==> src/rtl/aes_result_collector_if.sv <==
// Collector-side bundle: AES encoder/decoder result inputs, the record stream toward the output pipe,
// and the status flags. master = environment/transactor side, slave = the collector.
interface aes_result_collector_if #(
  parameter int SEQ_W = 16
);
  logic               flush;
  logic [127:0]       encryptData;
  logic               encryptValid;
  logic [127:0]       plainData;
  logic               plainValid;
  logic               eom;
  logic               outValid;
  logic               outReady;
  logic [SEQ_W+257:0] outData;
  logic               overflow;
  logic [15:0]        dropCount;
  logic               done;

  modport master (
    output flush, encryptData, encryptValid, plainData, plainValid, eom, outReady,
    input  outValid, outData, overflow, dropCount, done
  );

  modport slave (
    input  flush, encryptData, encryptValid, plainData, plainValid, eom, outReady,
    output outValid, outData, overflow, dropCount, done
  );
endinterface

==> src/rtl/aes_result_collector.sv <==
// Sequence-tagged AES result FIFO; records appear 1 cycle after push, stall on outReady=0, drop when full.
// Optional saturating drop counter under AES_COLLECT_DROPCOUNT_EN (dropCount reads 0 when undefined).
module aes_result_collector #(
  parameter int DEPTH = 8,
  parameter int SEQ_W = 16
) (
  input logic                   clock,
  input logic                   reset,
  aes_result_collector_if.slave bus
);
  localparam int REC_W    = SEQ_W + 258;
  localparam int AW       = $clog2(DEPTH);
  localparam int NUM_IDLE = 16;

  typedef enum logic [1:0] {IDLE, COLLECT, DRAIN, DONE} state_t;

  state_t             state;
  state_t             nextState;
  logic [REC_W-1:0]   mem [DEPTH];
  logic [AW-1:0]      wrPtr;
  logic [AW-1:0]      rdPtr;
  logic [AW:0]        count;
  logic [SEQ_W-1:0]   seqCnt;
  logic [4:0]         idleCnt;
  logic               overflowReg;
  logic [15:0]        dropCnt;

  logic               pushReq;
  logic               acceptState;
  logic               full;
  logic               outValidInt;
  logic               popDo;
  logic               pushDo;
  logic               fullDrop;
  logic               dropDo;
  logic               idleCycle;
  logic [REC_W-1:0]   record;

  assign pushReq     = bus.encryptValid | bus.plainValid;
  assign acceptState = (state == COLLECT) || (state == DRAIN);
  assign full        = (count == (AW+1)'(DEPTH));
  assign outValidInt = (count != '0) && (state != DONE);
  assign popDo       = outValidInt && bus.outReady;
  // A full FIFO still accepts when the head leaves in the same cycle.
  assign pushDo      = pushReq && acceptState && (!full || popDo);
  assign fullDrop    = pushReq && acceptState && full && !popDo;
  assign dropDo      = fullDrop || (pushReq && (state == DONE));
  assign idleCycle   = (state == DRAIN) && (count == '0) && !pushReq;

  assign record = {seqCnt,
                   bus.encryptValid ? bus.encryptData : 128'd0,
                   bus.plainValid   ? bus.plainData   : 128'd0,
                   bus.encryptValid, bus.plainValid};

  always_ff @(posedge clock or negedge reset) begin
    if (!reset) begin
      state <= IDLE;
    end else begin
      state <= nextState;
    end
  end

  always_comb begin
    nextState = state;
    if (bus.flush) begin
      nextState = IDLE;
    end else begin
      case (state)
        IDLE:    nextState = COLLECT;
        COLLECT: if (bus.eom) nextState = DRAIN;
        DRAIN:   if (idleCycle && (idleCnt == 5'(NUM_IDLE - 1))) nextState = DONE;
        DONE:    nextState = DONE;
        default: nextState = IDLE;
      endcase
    end
  end

  always_ff @(posedge clock or negedge reset) begin
    if (!reset) begin
      wrPtr       <= '0;
      rdPtr       <= '0;
      count       <= '0;
      seqCnt      <= '0;
      idleCnt     <= '0;
      overflowReg <= 1'b0;
    end else if (bus.flush) begin
      wrPtr       <= '0;
      rdPtr       <= '0;
      count       <= '0;
      seqCnt      <= '0;
      idleCnt     <= '0;
      overflowReg <= 1'b0;
    end else begin
      if (pushDo) begin
        wrPtr  <= wrPtr + AW'(1);
        seqCnt <= seqCnt + SEQ_W'(1);
      end
      if (popDo) begin
        rdPtr <= rdPtr + AW'(1);
      end
      case ({pushDo, popDo})
        2'b10:   count <= count + (AW+1)'(1);
        2'b01:   count <= count - (AW+1)'(1);
        default: count <= count;
      endcase
      if (fullDrop) begin
        overflowReg <= 1'b1;
      end
      if (idleCycle) begin
        idleCnt <= idleCnt + 5'd1;
      end else begin
        idleCnt <= '0;
      end
    end
  end

  // Storage is not reset; count gating keeps stale entries invisible.
  always_ff @(posedge clock) begin
    if (pushDo && !bus.flush) begin
      mem[wrPtr] <= record;
    end
  end

`ifdef AES_COLLECT_DROPCOUNT_EN
  always_ff @(posedge clock or negedge reset) begin
    if (!reset) begin
      dropCnt <= '0;
    end else if (bus.flush) begin
      dropCnt <= '0;
    end else if (dropDo && (dropCnt != 16'hFFFF)) begin
      dropCnt <= dropCnt + 16'd1;
    end
  end
`else
  logic unusedDrop;
  assign unusedDrop = dropDo;
  assign dropCnt    = 16'd0;
`endif

  assign bus.outValid  = outValidInt;
  assign bus.outData   = outValidInt ? mem[rdPtr] : '0;
  assign bus.overflow  = overflowReg;
  assign bus.dropCount = dropCnt;
  assign bus.done      = (state == DONE);
endmodule

==> src/flat_wrapper.sv <==
// flat-port wrapper written by rule: the top's interface ports become plain ports
module aes_result_collector_flat 
#(
  parameter int DEPTH = 8,
  parameter int SEQ_W = 16
)
  (clock, reset, bus_flush, bus_encryptData, bus_encryptValid, bus_plainData, bus_plainValid, bus_eom, bus_outReady, bus_outValid, bus_outData, bus_overflow, bus_dropCount, bus_done);
  aes_result_collector_if #(.SEQ_W(SEQ_W)) bus_i ();
  input logic clock;
  input logic reset;
  input wire logic [$bits(bus_i.flush)-1:0] bus_flush;
  input wire logic [$bits(bus_i.encryptData)-1:0] bus_encryptData;
  input wire logic [$bits(bus_i.encryptValid)-1:0] bus_encryptValid;
  input wire logic [$bits(bus_i.plainData)-1:0] bus_plainData;
  input wire logic [$bits(bus_i.plainValid)-1:0] bus_plainValid;
  input wire logic [$bits(bus_i.eom)-1:0] bus_eom;
  input wire logic [$bits(bus_i.outReady)-1:0] bus_outReady;
  output wire logic [$bits(bus_i.outValid)-1:0] bus_outValid;
  output wire logic [$bits(bus_i.outData)-1:0] bus_outData;
  output wire logic [$bits(bus_i.overflow)-1:0] bus_overflow;
  output wire logic [$bits(bus_i.dropCount)-1:0] bus_dropCount;
  output wire logic [$bits(bus_i.done)-1:0] bus_done;
  assign bus_i.flush = bus_flush;
  assign bus_i.encryptData = bus_encryptData;
  assign bus_i.encryptValid = bus_encryptValid;
  assign bus_i.plainData = bus_plainData;
  assign bus_i.plainValid = bus_plainValid;
  assign bus_i.eom = bus_eom;
  assign bus_i.outReady = bus_outReady;
  assign bus_outValid = bus_i.outValid;
  assign bus_outData = bus_i.outData;
  assign bus_overflow = bus_i.overflow;
  assign bus_dropCount = bus_i.dropCount;
  assign bus_done = bus_i.done;
  aes_result_collector #(.DEPTH(DEPTH), .SEQ_W(SEQ_W)) u_core (.clock(clock), .reset(reset), .bus(bus_i));
endmodule
==> config.mk <==
export PLATFORM = sky130hd
export DESIGN_NAME = aes_result_collector_flat
export DESIGN_NICKNAME = d
export VERILOG_FILES = /design/src/rtl/aes_result_collector_if.sv /design/src/rtl/aes_result_collector.sv /design/src/flat_wrapper.sv
export SDC_FILE = /design/constraint.sdc
export NUM_CORES = 2
export LEC_CHECK = 0
export CAP_MARGIN = 25
export CORE_MARGIN = 2
export CORE_UTILIZATION = 61
export CTS_CLUSTER_SIZE = 8
export DETAILED_ROUTE_END_ITERATION = 12
export GPL_TIMING_DRIVEN = 0
export PLACE_DENSITY = 0.82
export RECOVER_POWER = 50
export SLEW_MARGIN = 20
export SYNTH_ARGS = -nofsm -noshare
export SYNTH_HDL_FRONTEND = slang
export SYNTH_SLANG_ARGS = --single-unit
==> constraint.sdc <==
create_clock -name clock -period 91.1 [get_ports clock]
set_input_delay 13.665 -clock clock [delete_from_list [all_inputs] [get_ports clock]]
set_output_delay 13.665 -clock clock [all_outputs]
set_load 0.01 [all_outputs]
==> results_dict.tcl <==
set metrics [dict create \
    io-pin-count 556 \
    gp_congestion 0.7903 \
    fin_skew_ns 0.06353 \
    min_path_type "reg2reg" \
    utilization_pct 74.91 \
    yosys.area.top_type_share_pct 75.93 \
    p_leak_nw 34.16 \
    arrival_ns 19.76 \
    synth_commonest_cells "edfxtp_1 (2192), mux4_2 (548), nor2_1 (296)" \
    routed_wl_um 225400 \
    start_kind "input port" \
    synth_ff_type "edfxtp_1" \
    yosysWarnings 0 \
    avgSynthCellArea_um2 21.75 \
    finalCritPeriodShare_pct 21.05 \
    min_period_ns 19.17 \
    setup_violations 0 \
    cts_buffers 328 \
    violations "capacitance limit, slew limit" \
    synth_seq_area_share_pct 76.91 \
    synth_cell_types 48 \
    max_cap_viol_count 2 \
    grt.overflow.total 0 \
    setup-tns-final_ns 0 \
    viasPerCell 6.470 \
    syn-cell-area_um2 86690 \
    post-place-cells 6773 \
    critPathCaptureType "flip-flop" \
    status "finished, violations left" \
    clock-sinks 2226 \
    path_clk_slew_ns 0.05 \
    yosysMostFrequentCell "edfxtp_1" \
    start_util_pct 61.38 \
    synthTopCellsByArea "edfxtp_1 (76%), mux4_2 (14%), mux2i_1 (3.2%)" \
    antenna_found_initial 36 \
    design.die.area_um2 145100 \
    antenna_left 0 \
    track_usage_pct 31.27 \
    clock_path_buffers 4 \
    htree_num_levels 5 \
    place_area_um2 97430 \
    synth_top_area_cell "edfxtp_1" \
    grt_first_pass_wirelength_um 326700 \
    fin_cells 7150 \
    criticalPathCategory "in2reg" \
    hpwlAfterDp_um 140700 \
    synthToLayoutAreaGrowth_pct 22.05 \
    final_area_um2 105800 \
    port-buffer-count 539 \
    core_area_um2 141200 \
    final_nets 5487 \
    worstPathMaxFanout 14 \
    dr.pass1.iters 9 \
    max_freq_mhz 52.15 \
    cts_root_buf "clkbuf_16" \
    synth_edf_count 2192 \
    dp_slack_ns 72.35 \
    tightest_slew_ns 1.679 \
    rsz0062_at_grt "no" \
    clkLatencyLatePin_ns 0.92 \
    final_layout_size_suffix_gt1_share_pct 25.78 \
    drv_slew 11 \
    max-slew-margin-rel_pct -11.94 \
    cts_setup_buffers 0 \
    wire_per_inst_um 31.53 \
    die_w_um 381.0 \
    postCtsHoldBufs 0 \
    finalHoldViolations 0 \
    cts_tree "done" \
    cts.repair.resized 0 \
    drt_iter0_drc 6470 \
    route.detailed.drc 0 \
    ir_worst_vdd_mv 0.02813 \
    grt_max_degree 23 \
    synth_cells 3985 \
    die_y_um 381.0 \
    synth_seq_cells 2226 \
    synthArstFlopShare_pct 1.527 \
    required_ns 91.68 \
    fin_ws_ns 71.93 \
    vias 46260 \
    grt_pass1_vias 48030 \
    power_density_nw_per_um2 29.29 \
    rows 138 \
]
[where the power goes]
part           total (W)  internal (W)  switching (W)
registers        0.00118       0.00117      0.0000131
clock network    0.00105      0.000646       0.000400
logic           0.000870      0.000409       0.000461
[per-stage QoR]
step | hold slack (ns) | total power [W]
3_5_place_dp | 0.4678 | 0.002058
6_report | 0.4738 | 0.003099
2_1_floorplan | 0.4329 | 0.001700
5_1_grt | 0.4939 | 0.003193
4_1_cts | 0.4719 | 0.003115
3_3_place_gp | 0.4479 | 0.002106
[path summary, 6_finish.rpt]
kind / from / endpoint / slack (ns) / cells after the start
setup / recovery: bus_encryptValid / u_core.mem[4][150] / 71.93 / 16
setup reg to reg: u_core.state[0] / u_core.mem[4][150] / 84.80 / 17
min in group asynchronous: reset / u_core.idleCnt[2] / 12.80 / 1
hold / removal: u_core.idleCnt[0] / u_core.idleCnt[0] / 0.47 / 1
max in group asynchronous: reset / u_core.seqCnt[15] / 76.62 / 2
hold reg to reg: u_core.idleCnt[0] / u_core.idleCnt[0] / 0.47 / 1
[cell type report]
type / count / area [um^2]
Antenna cell: 7 / 17.52
Buffer: 237 / 1179
Clock buffer: 363 / 8509
Clock inverter: 7 / 60.06
Fill cell: 7455 / 35440
Inverter: 9 / 33.78
Multi-Input combinational cell: 1528 / 18840
Sequential cell: 2226 / 66670
Tap cell: 1890 / 2365
Timing Repair Buffer: 883 / 8124
[flip-flops by register name, summed over array words and instances (netlist names)]
name,flops
u_core.bus.overflow,1
u_core.count,4
u_core.idleCnt,5
u_core.mem,2192
u_core.rdPtr,3
u_core.seqCnt,16
u_core.state,2
u_core.wrPtr,3
[cells in the final DEF, fill, tap and decap left out, drive strengths merged, types with 11 or more instances in the layout]
cell,netlist,layout
edfxtp,2192,2192
mux4,548,548
clkdlybuf4s50,0,533
buf,177,494
clkbuf,60,451
nor2,297,297
mux2i,274,274
and2,258,258
dfrtp,34,34
conb,1,16
a21oi,15,15
nand2,13,13
inv,9,13
ha,11,11
[critical path, cell delays in order]
cell	delay [ns]
dlygate4sd3_1	0.92
o21a_1	0.36
o21ai_0	0.35
clkbuf_1	0.34
nor3_1	1.13
clkbuf_1	0.48
clkbuf_1	0.57
buf_4	0.32
buf_4	0.22
buf_4	0.19
buf_6	0.17
buf_4	0.19
buf_4	0.22
buf_4	0.18
buf_4	0.20
buf_4	0.21
[layer usage]
metal,wire length [um],vias to the layer above,global-route usage [%]
li1,-,18620,-
met1,80430,23870,41.50
met2,111400,3238,50.63
met3,24980,482,8.365
met4,8266,54,11.30
met5,337,-,0
[cells by family after synthesis]
family / count (synthesis) / share of synthesized area [%]
simple gates: 614 / 3.567
buf+inv: 246 / 1.406
xor+xnor: 14 / 0.1415
fa+ha+maj: 11 / 0.1588
mux: 824 / 17.43
other cells: 1 / 0.004326
compound gates: 49 / 0.3781
flops: 2226 / 76.91
Power figures use the tool's default switching activity.
